`config.mk`:
```
export PLATFORM = sky130hd
export DESIGN_NAME = lsu_byte_sequencer_flat
export DESIGN_NICKNAME = d
export VERILOG_FILES = /design/src/rtl/lsu_byte_sequencer_if.sv /design/src/rtl/lsu_byte_sequencer.sv /design/src/flat_wrapper.sv
export SDC_FILE = /design/constraint.sdc
export NUM_CORES = 1
export LEC_CHECK = 0
export CAP_MARGIN = 20
export CORE_MARGIN = 10
export CORE_UTILIZATION = 35
export CTS_CLUSTER_SIZE = 24
export DETAILED_ROUTE_END_ITERATION = 6
export DONT_BUFFER_PORTS = 1
export PLACE_DENSITY = 0.49
export SYNTH_ARGS = -nofsm -noshare
export SYNTH_HDL_FRONTEND = slang
export SYNTH_SLANG_ARGS = --single-unit
```
`constraint.sdc`:
```
create_clock -name clk -period 4.2 [get_ports clk]
set_input_delay 0.63 -clock clk [delete_from_list [all_inputs] [get_ports clk]]
set_output_delay 0.63 -clock clk [all_outputs]
set_load 0.01 [all_outputs]
```
`src/rtl/lsu_byte_sequencer_if.sv`:
```
// Core-side request/response and byte-RAM bus of the LSU byte sequencer.
// The slave modport is the sequencer's view; master is the core+RAM side.
interface lsu_byte_sequencer_if #(
  parameter int unsigned ADDR_W = 32
) ();
  logic              req_valid;
  logic              req_ready;
  logic              req_write;
  logic [2:0]        req_funct3;
  logic [31:0]       req_addr;
  logic [31:0]       req_wdata;
  logic              resp_valid;
  logic              resp_err;
  logic [31:0]       resp_rdata;
  logic [ADDR_W-1:0] mem_addr;
  logic              mem_re;
  logic              mem_we;
  logic [7:0]        mem_wdata;
  logic [7:0]        mem_rdata;

  modport slave (
    input  req_valid, req_write, req_funct3, req_addr, req_wdata, mem_rdata,
    output req_ready, resp_valid, resp_err, resp_rdata, mem_addr, mem_re, mem_we, mem_wdata
  );

  modport master (
    output req_valid, req_write, req_funct3, req_addr, req_wdata, mem_rdata,
    input  req_ready, resp_valid, resp_err, resp_rdata, mem_addr, mem_re, mem_we, mem_wdata
  );
endinterface

```
`src/rtl/lsu_byte_sequencer.sv`:
```
// Splits one RISC-V load/store into little-endian single-byte RAM accesses and
// assembles sign/zero-extended load data; bad requests are rejected without RAM access.
module lsu_byte_sequencer #(
  parameter int unsigned ADDR_W      = 32,
  parameter int unsigned MEM_BYTES   = 4096,
  parameter bit          ALIGN_CHECK = 1'b1
) (
  input  logic                clk,
  input  logic                reset,
  lsu_byte_sequencer_if.slave bus
);

  localparam logic [1:0] StIdle  = 2'd0;
  localparam logic [1:0] StXfer  = 2'd1;
  localparam logic [1:0] StDrain = 2'd2;
  localparam logic [1:0] StResp  = 2'd3;

  logic [1:0]  state_q, state_d;
  logic        write_q, write_d;
  logic [2:0]  funct3_q, funct3_d;
  logic [31:0] addr_q, addr_d;
  logic [31:0] wdata_q, wdata_d;
  logic [31:0] rdata_q, rdata_d;
  logic [1:0]  cnt_q, cnt_d;
  logic [1:0]  last_q, last_d;
  logic        err_q, err_d;

  // Request decode, evaluated on the incoming request while idle.
  logic [1:0]  req_last;
  logic        req_legal, req_misaligned, req_oor, req_err;
  logic [32:0] req_end;

  always_comb begin
    case (bus.req_funct3[1:0])
      2'b00:   req_last = 2'd0;
      2'b01:   req_last = 2'd1;
      default: req_last = 2'd3;
    endcase
    if (bus.req_write) begin
      req_legal = bus.req_funct3 inside {3'b000, 3'b001, 3'b010};
    end else begin
      req_legal = bus.req_funct3 inside {3'b000, 3'b001, 3'b010, 3'b100, 3'b101};
    end
    req_misaligned = 1'b0;
    if (ALIGN_CHECK) begin
      req_misaligned = ((bus.req_funct3[1:0] == 2'b01) && bus.req_addr[0]) ||
                       ((bus.req_funct3[1:0] == 2'b10) && (bus.req_addr[1:0] != 2'b00));
    end
    // 33-bit end address so a request near 2^32 cannot wrap into range.
    req_end = {1'b0, bus.req_addr} + {31'b0, req_last};
    req_oor = req_end >= 33'(MEM_BYTES);
    req_err = !req_legal || req_misaligned || req_oor;
  end

  // Read data returns one cycle after the strobe, so byte cnt-1 lands during byte cnt.
  logic       cap_en;
  logic [1:0] cap_idx;

  always_comb begin
    cap_en  = !write_q && (((state_q == StXfer) && (cnt_q != 2'd0)) || (state_q == StDrain));
    cap_idx = (state_q == StDrain) ? last_q : cnt_q - 2'd1;
  end

  always_comb begin
    state_d  = state_q;
    write_d  = write_q;
    funct3_d = funct3_q;
    addr_d   = addr_q;
    wdata_d  = wdata_q;
    rdata_d  = rdata_q;
    cnt_d    = cnt_q;
    last_d   = last_q;
    err_d    = err_q;

    for (int k = 0; k < 4; k++) begin
      if (cap_en && (cap_idx == 2'(k))) begin
        rdata_d[8*k +: 8] = bus.mem_rdata;
      end
    end

    case (state_q)
      StIdle: begin
        if (bus.req_valid) begin
          write_d  = bus.req_write;
          funct3_d = bus.req_funct3;
          addr_d   = bus.req_addr;
          wdata_d  = bus.req_wdata;
          rdata_d  = '0;
          cnt_d    = 2'd0;
          last_d   = req_last;
          err_d    = req_err;
          state_d  = req_err ? StResp : StXfer;
        end
      end
      StXfer: begin
        if (cnt_q == last_q) begin
          state_d = write_q ? StResp : StDrain;
        end else begin
          cnt_d = cnt_q + 2'd1;
        end
      end
      StDrain: state_d = StResp;
      StResp:  state_d = StIdle;
      default: state_d = StIdle;
    endcase
  end

  always_ff @(posedge clk or negedge reset) begin
    if (!reset) begin
      state_q  <= StIdle;
      write_q  <= 1'b0;
      funct3_q <= 3'b000;
      addr_q   <= '0;
      wdata_q  <= '0;
      rdata_q  <= '0;
      cnt_q    <= 2'd0;
      last_q   <= 2'd0;
      err_q    <= 1'b0;
    end else begin
      state_q  <= state_d;
      write_q  <= write_d;
      funct3_q <= funct3_d;
      addr_q   <= addr_d;
      wdata_q  <= wdata_d;
      rdata_q  <= rdata_d;
      cnt_q    <= cnt_d;
      last_q   <= last_d;
      err_q    <= err_d;
    end
  end

  logic        in_xfer;
  logic [31:0] xfer_addr;
  logic [7:0]  store_byte;
  logic [31:0] load_ext;

  always_comb begin
    in_xfer   = (state_q == StXfer);
    xfer_addr = addr_q + {30'b0, cnt_q};
    case (cnt_q)
      2'd0:    store_byte = wdata_q[7:0];
      2'd1:    store_byte = wdata_q[15:8];
      2'd2:    store_byte = wdata_q[23:16];
      default: store_byte = wdata_q[31:24];
    endcase
    case (funct3_q)
      3'b000:  load_ext = {{24{rdata_q[7]}}, rdata_q[7:0]};
      3'b001:  load_ext = {{16{rdata_q[15]}}, rdata_q[15:0]};
      3'b100:  load_ext = {24'b0, rdata_q[7:0]};
      3'b101:  load_ext = {16'b0, rdata_q[15:0]};
      default: load_ext = rdata_q;
    endcase
  end

  always_comb begin
    bus.req_ready  = (state_q == StIdle);
    bus.resp_valid = (state_q == StResp);
    bus.resp_err   = (state_q == StResp) && err_q;
    bus.resp_rdata = ((state_q == StResp) && !err_q && !write_q) ? load_ext : '0;
    bus.mem_re     = in_xfer && !write_q;
    bus.mem_we     = in_xfer && write_q;
    bus.mem_addr   = in_xfer ? ADDR_W'(xfer_addr) : '0;
    bus.mem_wdata  = (in_xfer && write_q) ? store_byte : 8'h00;
  end

endmodule
```
`src/flat_wrapper.sv`:
```
// flat-port wrapper written by rule: the top's interface ports become plain ports
module lsu_byte_sequencer_flat 
#(
  parameter int unsigned ADDR_W      = 32,
  parameter int unsigned MEM_BYTES   = 4096,
  parameter bit          ALIGN_CHECK = 1'b1
)
  (clk, reset, bus_req_valid, bus_req_write, bus_req_funct3, bus_req_addr, bus_req_wdata, bus_mem_rdata, bus_req_ready, bus_resp_valid, bus_resp_err, bus_resp_rdata, bus_mem_addr, bus_mem_re, bus_mem_we, bus_mem_wdata);
  lsu_byte_sequencer_if #(.ADDR_W(ADDR_W)) bus_i ();
  input  logic clk;
  input  logic reset;
  input wire logic [$bits(bus_i.req_valid)-1:0] bus_req_valid;
  input wire logic [$bits(bus_i.req_write)-1:0] bus_req_write;
  input wire logic [$bits(bus_i.req_funct3)-1:0] bus_req_funct3;
  input wire logic [$bits(bus_i.req_addr)-1:0] bus_req_addr;
  input wire logic [$bits(bus_i.req_wdata)-1:0] bus_req_wdata;
  input wire logic [$bits(bus_i.mem_rdata)-1:0] bus_mem_rdata;
  output wire logic [$bits(bus_i.req_ready)-1:0] bus_req_ready;
  output wire logic [$bits(bus_i.resp_valid)-1:0] bus_resp_valid;
  output wire logic [$bits(bus_i.resp_err)-1:0] bus_resp_err;
  output wire logic [$bits(bus_i.resp_rdata)-1:0] bus_resp_rdata;
  output wire logic [$bits(bus_i.mem_addr)-1:0] bus_mem_addr;
  output wire logic [$bits(bus_i.mem_re)-1:0] bus_mem_re;
  output wire logic [$bits(bus_i.mem_we)-1:0] bus_mem_we;
  output wire logic [$bits(bus_i.mem_wdata)-1:0] bus_mem_wdata;
  assign bus_i.req_valid = bus_req_valid;
  assign bus_i.req_write = bus_req_write;
  assign bus_i.req_funct3 = bus_req_funct3;
  assign bus_i.req_addr = bus_req_addr;
  assign bus_i.req_wdata = bus_req_wdata;
  assign bus_i.mem_rdata = bus_mem_rdata;
  assign bus_req_ready = bus_i.req_ready;
  assign bus_resp_valid = bus_i.resp_valid;
  assign bus_resp_err = bus_i.resp_err;
  assign bus_resp_rdata = bus_i.resp_rdata;
  assign bus_mem_addr = bus_i.mem_addr;
  assign bus_mem_re = bus_i.mem_re;
  assign bus_mem_we = bus_i.mem_we;
  assign bus_mem_wdata = bus_i.mem_wdata;
  lsu_byte_sequencer #(.ADDR_W(ADDR_W), .MEM_BYTES(MEM_BYTES), .ALIGN_CHECK(ALIGN_CHECK)) u_core (.clk(clk), .reset(reset), .bus(bus_i));
endmodule
```
==> results of run 1 <==
metal layers:
metal  part of all wire (%)  global-route usage (%)
met1                     42                    19.0
met2                     48                    25.6
met3                    8.8                    5.85
met4                    1.6                    4.86
met5                      0                       0
final cells by class:
class	instances	area share (%)
Inverter	30	1.65
Multi-Input combinational cell	597	49.8
Timing Repair Buffer	7	1.06
Tap cell	229	4.19
Clock buffer	10	3.35
Sequential cell	107	39.2
Clock inverter	6	0.788
through the flow:
step                hold slack, ns  utilization [%]
finish                       0.209             38.2
global route                 0.246             38.2
CTS                          0.240             38.1
detailed placement           0.339             36.4
global placement             0.339             36.4
floorplan                    0.334                -
sequential cells by signal, indices dropped and copies added, names as in the netlist:
register	flops
u_core.last_q	2
u_core.cnt_q	2
u_core.err_q	1
u_core.addr_q	32
u_core.wdata_q	32
u_core.write_q	1
u_core.state_q	2
u_core.rdata_q	32
u_core.funct3_q	3
final timing paths:
path | start | to | cells past startpoint
max in group asynchronous | reset | u_core.addr_q[12] | 1
min reg2reg | u_core.wdata_q[24] | u_core.wdata_q[24] | 2
max reg2reg | u_core.cnt_q[0] | u_core.rdata_q[31] | 8
min in group clk | bus_req_wdata[24] | u_core.wdata_q[24] | 2
min | reset | u_core.rdata_q[29] | 1
max | u_core.cnt_q[0] | bus_mem_addr[30] | 9
cell usage after synthesis, types with 4 or more instances:
library cell | count | share of area (%)
or2_2 | 4 | 0.40
inv_1 | 30 | 1.8
and3_1 | 6 | 0.59
dfrtp_1 | 107 | 42
a21oi_1 | 40 | 3.2
and2_1 | 38 | 3.8
nor2_2 | 4 | 0.40
nor2_1 | 69 | 4.1
xor2_1 | 10 | 1.4
xnor2_1 | 23 | 3.2
nand3_1 | 19 | 1.5
clkbuf_1 | 34 | 2.0
nor2b_1 | 8 | 0.79
nor4_1 | 6 | 0.59
mux2i_1 | 34 | 5.4
o21ai_0 | 22 | 1.7
nand2_1 | 222 | 13
a222oi_1 | 8 | 1.3
mux2_2 | 4 | 0.71
nand4_1 | 13 | 1.3
ha_1 | 12 | 2.4
cells by family after synthesis:
| logic type | after synthesis | share of synthesized area, % |
|---|---|---|
| AOI/OAI and AO/OA | 90 | 8.70 |
| DFF | 107 | 42.3 |
| and+or+nand+nor | 422 | 31.3 |
| adders and majority gates | 14 | 3.01 |
| muxes | 38 | 6.09 |
| buffers and inverters | 68 | 4.05 |
| xor gates and xnor gates | 33 | 4.57 |
power breakdown:
part	total [W]	switching, W	internal, W
clock	0.000856	0.000439	0.000417
sequential	0.00186	0.000394	0.00146
combinational	0.00165	0.000999	0.000652
critical path, delay by kind of cell, from the launching register on:
kind / cells / cell delay (ns)
DFF: 1 / 0.50
adders and majority gates: 2 / 0.48
and+or+nand+nor: 5 / 1.50
buffers and inverters: 1 / 0.09
xor gates and xnor gates: 1 / 0.15
timing repair:
action	4_1_cts	5_1_grt
hold buffers	1	0
setup buffers	0	0
endpoints found under the setup margin	0	0
endpoints found under the hold margin	107	0
==> flow_summary.toml, run 1 <==
[logic_synthesis]
synth_edf_count = 0
syn_area_per_cell_um2 = 8.20
synth_area_um2 = 6330
ys_types = 61
synth.yosys.seq_area_share_pct = 42.3
synthFlopType = "dfrtp_1"
yosys_warnings = 0
synthArstFlopShare_pct = 100
synth_cells = 772
syn_nets = 865
synth-seq-cells = 107

[routing]
drc = 0
drt-wirelength-per-cell_um = 19.6
drtIter0Drc = 313
via_count = 5214
antenna_left = 0
dr.pass1.iters = 5
vias_per_cell = 5.29
routed_wl_mm = 19.3

[final_layout]
drive_gt1_share_pct = 6.74
fillers = 1865
synthToLayoutAreaGrowth_pct = 7.95
final_nets = 845
most-common-layout-cells = "nand2_1 (221), dfrtp_1 (107), nor2_1 (69)"
ff_latch_area_um2 = 2680
layout_commonest_cell = "nand2_1"
fin_area_um2 = 6830
multi_input_area_um2 = 3400
antennaDiodeCount = 0
layout.cells.non_filler = 986

[clocking]
path_clk_slew_ns = 0.08
cts_buffer_depth = 2
htreeDepth = 3
insertion_delay_ns = 0.36
tritoncts.num_buffers = 9
cts_root_buffer = "clkbuf_16"
cts_tree = "built"
cts.sinks = 107
post_cts_resized = 0

[sta]
hold_viol_final = 0
slew_viol_final = 0
setup_slack_ns = 0.478
slew-limit-headroom_pct = 41.3
finalCriticalPeriod_ns = 3.72
skew_ns = 0.00857
rsz0062_at_grt = "false"
tns_ns = 0
setup_viol = 0
worst_pin_slew_ns = 0.880
maxClockFrequency_ghz = 0.269
finalCritPeriodShare_pct = 88.6

[global_routing]
antenna_found_initial = 0
track_usage_pct = 15.8
grt_pass1_vias = 5406
grt_max_degree = 108
grt_overflow = 0
grt_pass1_wl_mm = 30.5

[floorplanning]
fp.dieW_um = 154
fp-row-count = 49
dieArea_um2 = 23900
io_pins = 156
die_h_um = 154
coreArea_um2 = 17900
initial_core_util_pct = 35.4

[critical_path]
cp_slowest_cell = "dfrtp_1"
crit_required_ns = 3.57
arrival_ns = 3.09
end_kind = "output port"
rrSetupSlack_ns = 1.40
critPathLaunchType = "flip-flop"
path_cells = "ha_1 -> fa_1 -> inv_1 -> nor4_2 -> nand2_1 -> nor3_2 -> nand3_1 -> xnor2_1 -> and2_1"
worstSetupPathType = "flip-flop to output port"
max_stage_delay_ns = 0.50
worstPathMaxFanout = 8

[place]
place_area_um2 = 6510
gp_congestion = 0.816
dp_slack_ns = 0.828
dp_hpwl_mm = 14.0
dp.cells = 968
port_buffers = 0

[min_path]
hp-class = "input port to async pin"

[job]
drv_cap = 0

[status]
status = "complete, no violations"

[power_and_ir_drop]
p_per_area_nw_per_um2 = 639
finalPower_w = 0.00436
peakVddDrop_v = 0.000253
p_leak_nw = 3.07
Power figures use the tool's default switching activity.
==> inputs of run 2 (changes only) <==
--- a/config.mk
+++ b/config.mk
@@ -8,6 +8,7 @@
 export CAP_MARGIN = 20
 export CORE_MARGIN = 10
 export CORE_UTILIZATION = 35
+export CTS_BUF_LIST = sky130_fd_sc_hd__clkbuf_8
 export CTS_CLUSTER_SIZE = 24
 export DETAILED_ROUTE_END_ITERATION = 6
 export DONT_BUFFER_PORTS = 1
==> run 2 against run 1 <==
Power is 4.7% lower. Sequential power hardly changed. Die area unchanged. Routed wire length is 0.45% higher. Utilization down 0.57 points. Critical path type unchanged. Highest routed layer unchanged.
==> flow_summary.toml, run 2 (synthesized netlist as in run 1, its figures left out) <==
[critical_path]
critPathLaunchType = "flip-flop"
max_stage_delay_ns = 0.52
worstPathMaxFanout = 8
regToRegStartpoint = "u_core.cnt_q[0]"
crit_family = "simple AND/OR/NAND/NOR gates"
cp_slowest_cell = "dfrtp_1"
cp_num_cells = 9
rrSetupSlack_ns = 1.37
path_cells = "ha_1 -> fa_1 -> inv_1 -> nor4_2 -> nand2_1 -> nor3_2 -> nand3_1 -> xnor2_1 -> and2_1"
path_buf_inv = 1
crit_required_ns = 3.57
timing.rr.end = "u_core.rdata_q[31]"
end_kind = "output port"
reg2regPathDepth = 8
worstSetupPathType = "flip-flop to output port"
arrival_ns = 3.15

[clocking]
path_clk_slew_ns = 0.11
post_cts_resized = 0
cts_tree = "built"
cts_root_buffer = "clkbuf_8"
cts.sinks = 107
tritoncts.num_buffers = 9
cts_buffer_depth = 2
htreeDepth = 3
insertion_delay_ns = 0.41

[global_routing]
grt_max_degree = 108
grt_overflow = 0
antenna_found_initial = 0
track_usage_pct = 15.8
grt_pass1_wl_mm = 30.5
grt_pass1_vias = 5381

[final_layout]
antennaDiodeCount = 0
layout.cells.non_filler = 986
fillers = 1885
drive_gt1_share_pct = 6.74
final_nets = 845
utilization_pct = 37.6
reg_top3 = "u_core.addr_q: 32 flops, u_core.rdata_q: 32 flops, u_core.wdata_q: 32 flops"
synthToLayoutAreaGrowth_pct = 6.35
most-common-layout-cells = "nand2_1 (221), dfrtp_1 (107), nor2_1 (69)"
layout_commonest_cell = "nand2_1"

[floorplanning]
die_h_um = 154
fp-row-count = 49
dieArea_um2 = 23900
fp.dieW_um = 154
initial_core_util_pct = 35.4
coreArea_um2 = 17900
io_pins = 156

[sta]
finalCriticalPeriod_ns = 3.78
slew_viol_final = 0
skew_ns = 0.0125
holdWs_ns = 0.159
maxClockFrequency_ghz = 0.265
rsz0062_at_grt = "false"
hold_viol_final = 0
tns_ns = 0
finalCritPeriodShare_pct = 90.0
worst_pin_slew_ns = 0.866
setup_viol = 0
slew-limit-headroom_pct = 42.3
setup_slack_ns = 0.421

[routing]
vias_per_cell = 5.31
dr.pass1.iters = 5
antenna_left = 0
via_count = 5240
routed_wl_mm = 19.4
drc = 0
drt-wirelength-per-cell_um = 19.6
drtIter0Drc = 291

[status]
status = "complete, no violations"

[place]
dp.cells = 968
gp_congestion = 0.816
dp_slack_ns = 0.828
dp_hpwl_mm = 14.0
port_buffers = 0

[power_and_ir_drop]
peakVddDrop_v = 0.000246
p_per_area_nw_per_um2 = 618
p_leak_nw = 3.03

[min_path]
hp-class = "input port to async pin"

[job]
drv_cap = 0
## run 2: changes by cell type in the layout (fill, tap and decap cells not counted)
cell       change
clkbuf_16      -9
clkbuf_1       -1
inv_1          +1
clkbuf_8       +9
## run 2: layout make-up
type | count | area [µm²] | share of cell area (%)
Tap cell | 229 | 287 | 4.26
Multi-Input combinational cell | 597 | 3400 | 50.5
Timing Repair Buffer | 7 | 72.6 | 1.08
Inverter | 30 | 113 | 1.67
Clock buffer | 9 | 124 | 1.84
Sequential cell | 107 | 2680 | 39.8
Clock inverter | 7 | 57.6 | 0.855
## run 2: worst register-to-register path, stage by stage, from the launching register on
cell,delay [ns]
dfrtp_1,0.52
inv_1,0.14
ha_1,0.40
nor4b_1,0.42
a21oi_1,0.10
or2_2,0.32
nor2_2,0.47
mux2i_1,0.26
nor2_1,0.06
## run 2: worst max-delay path by stage
stage	startpoint	end	slack, ns
4_1_cts	u_core.cnt_q[0]	bus_mem_addr[30]	0.35
3_5_place_dp	u_core.cnt_q[0]	bus_mem_addr[30]	0.83
5_1_grt	u_core.cnt_q[0]	bus_mem_addr[26]	0.16
3_3_place_gp	u_core.cnt_q[0]	bus_mem_addr[30]	0.88
6_report	u_core.cnt_q[0]	bus_mem_addr[30]	0.42
2_1_floorplan	u_core.cnt_q[0]	bus_mem_addr[30]	1.33
## run 2: stage by stage
| step | power (W) | instance area (µm²) |
|---|---|---|
| 3_3_place_gp | 0.00347 | 6510 |
| 2_1_floorplan | 0.00308 | 6330 |
| 4_1_cts | 0.00422 | 6720 |
| 3_5_place_dp | 0.00353 | 6510 |
| 6_report | 0.00416 | 6730 |
| 5_1_grt | 0.00453 | 6730 |
## run 2: routing by layer
| metal | global-route usage [%] | up-vias | share of wire, % |
|---|---|---|---|
| met5 | 0 | - | 0 |
| met3 | 5.85 | 22 | 8.4 |
| li1 | - | 2508 | - |
| met1 | 19.0 | 2551 | 42 |
| met2 | 25.4 | 159 | 48 |
| met4 | 5.31 | 0 | 1.7 |
## run 2: timing repair
item / in CTS / in global routing
hold buffers: 1 / 0
endpoints found under the hold margin: 107 / 0
setup buffers: 0 / 0
## run 2: report_power, final
part | total [W] | leakage (nW) | internal (W) | switching [W]
logic | 0.00165 | 1.58 | 0.000652 | 0.00100
registers | 0.00185 | 1.36 | 0.00146 | 0.000395
clock network | 0.000651 | 0.0944 | 0.000227 | 0.000424
total | 0.00416 | 3.03 | 0.00234 | 0.00182
